**src/rtl/rlbp_serial_rx.sv**
```systemverilog
// rlbp_serial_rx: deframes the rlbp_macro serial result stream into DATA_W-bit
// codes, buffers them in a small FIFO and exposes them as a Wishbone slave
// with a level-sensitive data-pending interrupt.
module rlbp_serial_rx #(
    parameter int          DATA_W     = 8,
    parameter int          BIT_CYCLES = 4,
    parameter int          FIFO_DEPTH = 8,
    parameter logic [31:0] BASE_ADDR  = 32'h3000_0100
) (
    input  logic        wb_clk_i,
    input  logic        wb_rst_ni,
    input  logic        serial_i,
    input  logic        wbs_cyc_i,
    input  logic        wbs_stb_i,
    input  logic        wbs_we_i,
    input  logic [31:0] wbs_adr_i,
    input  logic [31:0] wbs_dat_i,
    input  logic [3:0]  wbs_sel_i,
    output logic        wbs_ack_o,
    output logic [31:0] wbs_dat_o,
    output logic        irq_o
);

    localparam int PTR_W = (FIFO_DEPTH > 1) ? $clog2(FIFO_DEPTH) : 1;
    localparam int LVL_W = PTR_W + 1;
    localparam int CNT_W = $clog2(BIT_CYCLES) + 1;
    localparam int BIT_W = $clog2(DATA_W) + 1;

    localparam logic [CNT_W-1:0] HALF_LAST = CNT_W'(BIT_CYCLES / 2 - 1);
    localparam logic [CNT_W-1:0] BIT_LAST  = CNT_W'(BIT_CYCLES - 1);
    localparam logic [BIT_W-1:0] DATA_LAST = BIT_W'(DATA_W - 1);
    localparam logic [LVL_W-1:0] LVL_FULL  = LVL_W'(FIFO_DEPTH);

    typedef enum logic [1:0] {
        S_IDLE,
        S_START,
        S_DATA,
        S_STOP
    } rx_state_e;

    // ------------------------------------------------------------------
    // Registers
    // ------------------------------------------------------------------
    rx_state_e          state_q, state_d;
    logic [CNT_W-1:0]   cnt_q, cnt_d;
    logic [BIT_W-1:0]   bits_q, bits_d;
    logic [DATA_W-1:0]  shreg_q, shreg_d;

    logic [DATA_W-1:0]  mem_q [FIFO_DEPTH];
    logic [PTR_W-1:0]   wptr_q, rptr_q;
    logic [LVL_W-1:0]   lvl_q, lvl_d;

    logic               en_q, irq_en_q, ovf_q, ferr_q;
    logic               ack_q, irq_q;
    logic [31:0]        dat_q;

    // ------------------------------------------------------------------
    // Wishbone decode
    // ------------------------------------------------------------------
    logic        hit, fire, wr_ctrl;
    logic [1:0]  reg_sel;
    logic        empty, full;
    logic        pop, push_ok, ovf_set;
    logic        rx_push, rx_ferr;
    logic [31:0] rdata;

    assign hit     = (wbs_adr_i[31:4] == BASE_ADDR[31:4]);
    // ack_q blocks a second ack in the cycle after one was given
    assign fire    = wbs_cyc_i & wbs_stb_i & hit & ~ack_q;
    assign reg_sel = wbs_adr_i[3:2];
    assign wr_ctrl = fire & wbs_we_i & wbs_sel_i[0] & (reg_sel == 2'd2);

    assign empty   = (lvl_q == '0);
    assign full    = (lvl_q == LVL_FULL);
    // a read of DATA on an empty FIFO returns 0 and leaves pointers alone
    assign pop     = fire & ~wbs_we_i & (reg_sel == 2'd0) & ~empty;
    // when full, a same-cycle pop frees the slot the push lands in
    assign push_ok = rx_push & (~full | pop);
    assign ovf_set = rx_push & full & ~pop;

    logic unused_bits;
    assign unused_bits = ^{wbs_adr_i[1:0], wbs_dat_i[31:8], wbs_dat_i[5:2], wbs_sel_i[3:1]};

    // Receiver next-state: mid-bit sampling with a per-bit cycle counter
    always_comb begin
        state_d = state_q;
        cnt_d   = cnt_q + CNT_W'(1);
        bits_d  = bits_q;
        shreg_d = shreg_q;
        rx_push = 1'b0;
        rx_ferr = 1'b0;
        if (!en_q) begin
            state_d = S_IDLE;
            cnt_d   = '0;
        end else begin
            case (state_q)
                S_IDLE: begin
                    cnt_d  = '0;
                    bits_d = '0;
                    if (!serial_i) state_d = S_START;
                end
                S_START: begin
                    if (cnt_q == HALF_LAST) begin
                        cnt_d   = '0;
                        state_d = serial_i ? S_IDLE : S_DATA;
                    end
                end
                S_DATA: begin
                    if (cnt_q == BIT_LAST) begin
                        cnt_d   = '0;
                        shreg_d = {serial_i, shreg_q[DATA_W-1:1]};
                        bits_d  = bits_q + BIT_W'(1);
                        if (bits_q == DATA_LAST) state_d = S_STOP;
                    end
                end
                S_STOP: begin
                    if (cnt_q == BIT_LAST) begin
                        cnt_d   = '0;
                        state_d = S_IDLE;
                        rx_push = serial_i;
                        rx_ferr = ~serial_i;
                    end
                end
                default: state_d = S_IDLE;
            endcase
        end
    end

    // Receiver state registers
    always_ff @(posedge wb_clk_i or negedge wb_rst_ni) begin
        if (!wb_rst_ni) begin
            state_q <= S_IDLE;
            cnt_q   <= '0;
            bits_q  <= '0;
            shreg_q <= '0;
        end else begin
            state_q <= state_d;
            cnt_q   <= cnt_d;
            bits_q  <= bits_d;
            shreg_q <= shreg_d;
        end
    end

    // FIFO level: net change from accepted push and pop
    always_comb begin
        lvl_d = lvl_q;
        if (push_ok && !pop)      lvl_d = lvl_q + LVL_W'(1);
        else if (!push_ok && pop) lvl_d = lvl_q - LVL_W'(1);
    end

    // FIFO storage; contents need no reset since level gates every read
    always_ff @(posedge wb_clk_i) begin
        if (push_ok) mem_q[wptr_q] <= shreg_q;
    end

    // FIFO pointers and level
    always_ff @(posedge wb_clk_i or negedge wb_rst_ni) begin
        if (!wb_rst_ni) begin
            wptr_q <= '0;
            rptr_q <= '0;
            lvl_q  <= '0;
        end else begin
            if (push_ok) wptr_q <= wptr_q + PTR_W'(1);
            if (pop)     rptr_q <= rptr_q + PTR_W'(1);
            lvl_q <= lvl_d;
        end
    end

    // Read-data mux for the addressed register
    always_comb begin
        rdata = '0;
        case (reg_sel)
            2'd0: if (!empty) rdata = 32'(mem_q[rptr_q]);
            2'd1: begin
                rdata[3:0] = 4'(lvl_q);
                rdata[4]   = empty;
                rdata[5]   = full;
                rdata[6]   = ovf_q;
                rdata[7]   = ferr_q;
            end
            2'd2: begin
                rdata[0] = en_q;
                rdata[1] = irq_en_q;
                rdata[6] = ferr_q;
                rdata[7] = ovf_q;
            end
            default: rdata = '0;
        endcase
    end

    // Control and sticky status; a new error event wins over a clear
    always_ff @(posedge wb_clk_i or negedge wb_rst_ni) begin
        if (!wb_rst_ni) begin
            en_q     <= 1'b0;
            irq_en_q <= 1'b0;
            ovf_q    <= 1'b0;
            ferr_q   <= 1'b0;
        end else begin
            if (wr_ctrl) begin
                en_q     <= wbs_dat_i[0];
                irq_en_q <= wbs_dat_i[1];
            end
            if (ovf_set)                       ovf_q <= 1'b1;
            else if (wr_ctrl && wbs_dat_i[6])  ovf_q <= 1'b0;
            if (rx_ferr)                       ferr_q <= 1'b1;
            else if (wr_ctrl && wbs_dat_i[7])  ferr_q <= 1'b0;
        end
    end

    // Bus response and interrupt; data is zero whenever ack is low
    always_ff @(posedge wb_clk_i or negedge wb_rst_ni) begin
        if (!wb_rst_ni) begin
            ack_q <= 1'b0;
            dat_q <= '0;
            irq_q <= 1'b0;
        end else begin
            ack_q <= fire;
            dat_q <= (fire && !wbs_we_i) ? rdata : 32'h0;
            irq_q <= irq_en_q & ~empty;
        end
    end

    assign wbs_ack_o = ack_q;
    assign wbs_dat_o = dat_q;
    assign irq_o     = irq_q;

endmodule

```
**config.mk**
```make
export PLATFORM = sky130hd
export DESIGN_NAME = rlbp_serial_rx
export DESIGN_NICKNAME = d
export VERILOG_FILES = /design/src/rtl/rlbp_serial_rx.sv
export SDC_FILE = /design/constraint.sdc
export NUM_CORES = 1
export LEC_CHECK = 0
export CELL_PAD_IN_SITES_DETAIL_PLACEMENT = 0
export CELL_PAD_IN_SITES_GLOBAL_PLACEMENT = 1
export CORE_AREA = 3 3 108 110
export DETAILED_ROUTE_END_ITERATION = 16
export DIE_AREA = 0 0 111 113
export PLACE_DENSITY = 0.86
export SLEW_MARGIN = 0
export SYNTH_ARGS = -nofsm -noshare
export SYNTH_HDL_FRONTEND = slang
export SYNTH_SLANG_ARGS = --single-unit
```
**constraint.sdc**
```tcl
create_clock -name wb_clk_i -period 8.2 [get_ports wb_clk_i]
set_input_delay 1.23 -clock wb_clk_i [delete_from_list [all_inputs] [get_ports wb_clk_i]]
set_output_delay 1.23 -clock wb_clk_i [all_outputs]
set_load 0.02 [all_outputs]
```
==> out/metrics.csv <==
stage,metric,value,unit
outcome,status,"complete, no violations",
die,die_h,113,µm
route,met1_length,3600,µm
setup_path,cp_max_fo,7,
layout,final_nets,457,
route,routed_wl,8670,µm
global_routing,first_global_vias,2669,
sta,timing.hold.ws,0.469,ns
setup_path,critical_path_class,input port to flip-flop,
synth,syn_area,0.00468,mm²
placement,place_inst,501,
synth,syn_inst,319,
layout,final_cells,517,
power,power.total,0.897,mW
clock_network,post_cts_buffers,0,
sta,fmax,0.246,GHz
setup_path,end_kind,flip-flop,
clock_network,ctsRootBufferMaster,clkbuf_8,
global_routing,grt_pass1_wl,14100,µm
synth,synth-seq-cells,105,
route,dr.max_layer_used,met4,
sta,min_period,4.07,ns
power,p_leak,2.14,nW
clock_network,cts_tree,done,
global_routing,antenna_found_initial,0,
synth,ys_top_cells_by_area,"edfxtp_1, dfrtp_1, mux4_2, buf_4, mux2_2",
clock_network,worst_skew_pair.late_latency,0.37,ns
layout,drive_above_1_share,0.149,
route,drtIter0Drc,127,
setup_path,start_kind,input port,
route,post_drt_wl_per_cell,16.8,µm
setup_path,r2r_slack,4.95,ns
sta,slew_headroom,0.269,
die,rows,38,
route,via_count,2654,
layout,fillerInstances,921,
route,drc,0,
sta,tightestPinTransition,1.10,ns
clock_network,clk_path_buf_depth,2,
route,vias_per_cell,5.13,
route,met3WireLength,527,µm
synth,synth-main-ff-cell,edfxtp_1,
worst_hold_path,hold_class,flip-flop to flip-flop,
clock_network,cts-resized-gates,0,
route,first_pass_iters,4,
synth,synth_edf_count,64,
clock_network,cts.clk_slew.worst_paths,0.10,ns
setup_path,cp_cell_sequence,"clkdlybuf4s50_1, nor4_1, nand4_1, nor4_4, o21ai_4, inv_1, ha_1, inv_1, ha_1, a21o_2, a21oi_1, xnor2_1, nor2_1, xor2_1",
sta,slew_viol_final,0,
die,floorplan.die.width,111,µm
global_routing,grt_max_degree,42,
die,core_area,0.0108,mm²
die,start_util,0.433,
power,ir_drop,0.0759,mV
synth,avgSynthCellArea,14.7,µm²
layout,area_delta_synth_final,15.9,%
die,fp.dieArea,0.0125,mm²
setup_path,cp_slowest_cell,nor4_4,
run,cap_violations,0,
route,ant_nets,0,
global_routing,grt_util_all_layers,0.145,
synth,synthDistinctLibCells,45,
setup_path,cp.arrival,4.33,ns
sta,rsz0062_at_grt,no,
synth,seq_area_frac_synth,0.630,
synth,yosys_warnings,0,
power,power_density,166,mW/mm²
synth,yosys.area.top_type,edfxtp_1,
clock_network,cts_sinks,105,
placement,place_hpwl,5920,µm
setup_path,slowest_delay,0.60,ns
sta,setup_viol,0,
layout,final_area,0.00542,mm²
sta,setup_tns,0,ns
sta,min_period_over_period,0.496,
sta,hold_violations,0,
clock_network,cts_buffers,9,
clock_network,h-tree-depth,3,
synth,synth_top_area_frac,0.411,
placement,finalWeightedCongestion,0.773,
placement,io_buffers,50,
route,wl_met2,4430,µm
sta,fin_skew,0.0110,ns
global_routing,grt_overflow,0,
placement,placed_area,0.00524,mm²
die,io_pins,108,
synth,synthArstFlopShare,0.390,
setup_path,required,8.46,ns
layout,antenna_cells,0,
clock_network,cts_hold_buffers,0,
routing by layer:
layer  up-vias  GRT usage
li1       1241          -
met1      1306      0.179
met2       100      0.252
met3         7     0.0353
met4         0     0.0493
met5         -          0
placed cells by master (no fill, tap or decap), types with 2 or more instances in the layout:
cell type,instances
inv_1,8
nand2b_1,4
or3_1,2
ha_1,10
o211ai_1,2
o21ai_0,5
nor3_1,12
a22o_1,3
mux2i_1,10
a21oi_1,8
nand2_1,13
clkdlybuf4s50_1,49
clkbuf_8,9
xnor2_1,6
xor2_1,2
inv_8,2
nor2b_1,5
inv_6,2
a221oi_1,4
buf_4,5
edfxtp_1,64
nor4_1,7
mux4_2,16
nor2_1,25
conb_1,24
dfrtp_1,41
nand4_1,4
nand3_1,3
mux2_2,12
critical path: cells and delay by family:
family / cells / cell delay (ns)
adders and majority gates: 2 / 0.47
buffers and inverters: 3 / 0.59
and+or+nand+nor: 4 / 1.22
AOI/OAI and AO/OA: 3 / 0.56
xor gates and xnor gates: 2 / 0.27
cell type report:
cell class | instances | area, µm² | share of cell area
clock buffers | 10 | 128 | 0.0236
multi-input cells | 193 | 1550 | 0.286
flip-flops and latches | 105 | 2950 | 0.544
repair buffers | 55 | 533 | 0.0984
clock inverters | 6 | 56.3 | 0.0104
well taps | 140 | 175 | 0.0323
inverters | 8 | 30.0 | 0.00554
Yosys cell counts, drive strengths merged, types with 5 or more instances:
master  instances
dfrtp          41
nor4            9
mux2           13
ha             10
edfxtp         64
mux2i          10
nor3           12
clkbuf          7
mux4           16
inv             8
nor2           25
nand2          13
buf            29
nor2b           5
a21oi           8
o21ai           6
xnor2           6
sequential cells by signal (all words and copies together) (netlist names):
signal,flops
ovf_q,1
rptr_q,3
shreg_q,8
irq_en_q,1
bits_q,4
lvl_q,4
wbs_dat_o,8
irq_o,1
cnt_q,3
ferr_q,1
wptr_q,3
en_q,1
state_q,2
wbs_ack_o,1
mem_q,64
worst paths after layout:
| check | end | cells past startpoint | from |
|---|---|---|---|
| worst max-delay path | lvl_q[3] | 14 | wbs_adr_i[10] |
| worst min register to register | cnt_q[0] | 1 | cnt_q[0] |
| worst min-delay path | cnt_q[0] | 1 | cnt_q[0] |
| worst max register to register | lvl_q[3] | 13 | lvl_q[0] |
| max in group asynchronous | rptr_q[1] | 1 | wb_rst_ni |
| min in group asynchronous | en_q | 1 | wb_rst_ni |
where the power goes:
part | leakage [nW] | switching (mW) | internal [mW]
combinational | 0.750 | 0.0191 | 0.0176
clock | 0.0913 | 0.185 | 0.118
sequential | 1.29 | 0.000583 | 0.557
stage by stage:
step | setup WS [ns] | util
3_5_place_dp | 3.72 | 0.485
4_1_cts | 4.14 | 0.502
5_1_grt | 3.87 | 0.502
6_report | 4.13 | 0.502
3_3_place_gp | 3.80 | 0.485
2_1_floorplan | 4.51 | -
cells by family (layout without fill, tap and decap cells):
family	count (synthesis)	after routing	synth area share
flops	105	105	0.630
simple gates	81	81	0.0904
buf+inv	44	79	0.0567
mux	39	39	0.131
compound gates	30	30	0.0450
fa+ha+maj	11	11	0.0310
xor+xnor	8	8	0.0150
other cells	1	24	0.000802
(Power assumes the default switching activity.)
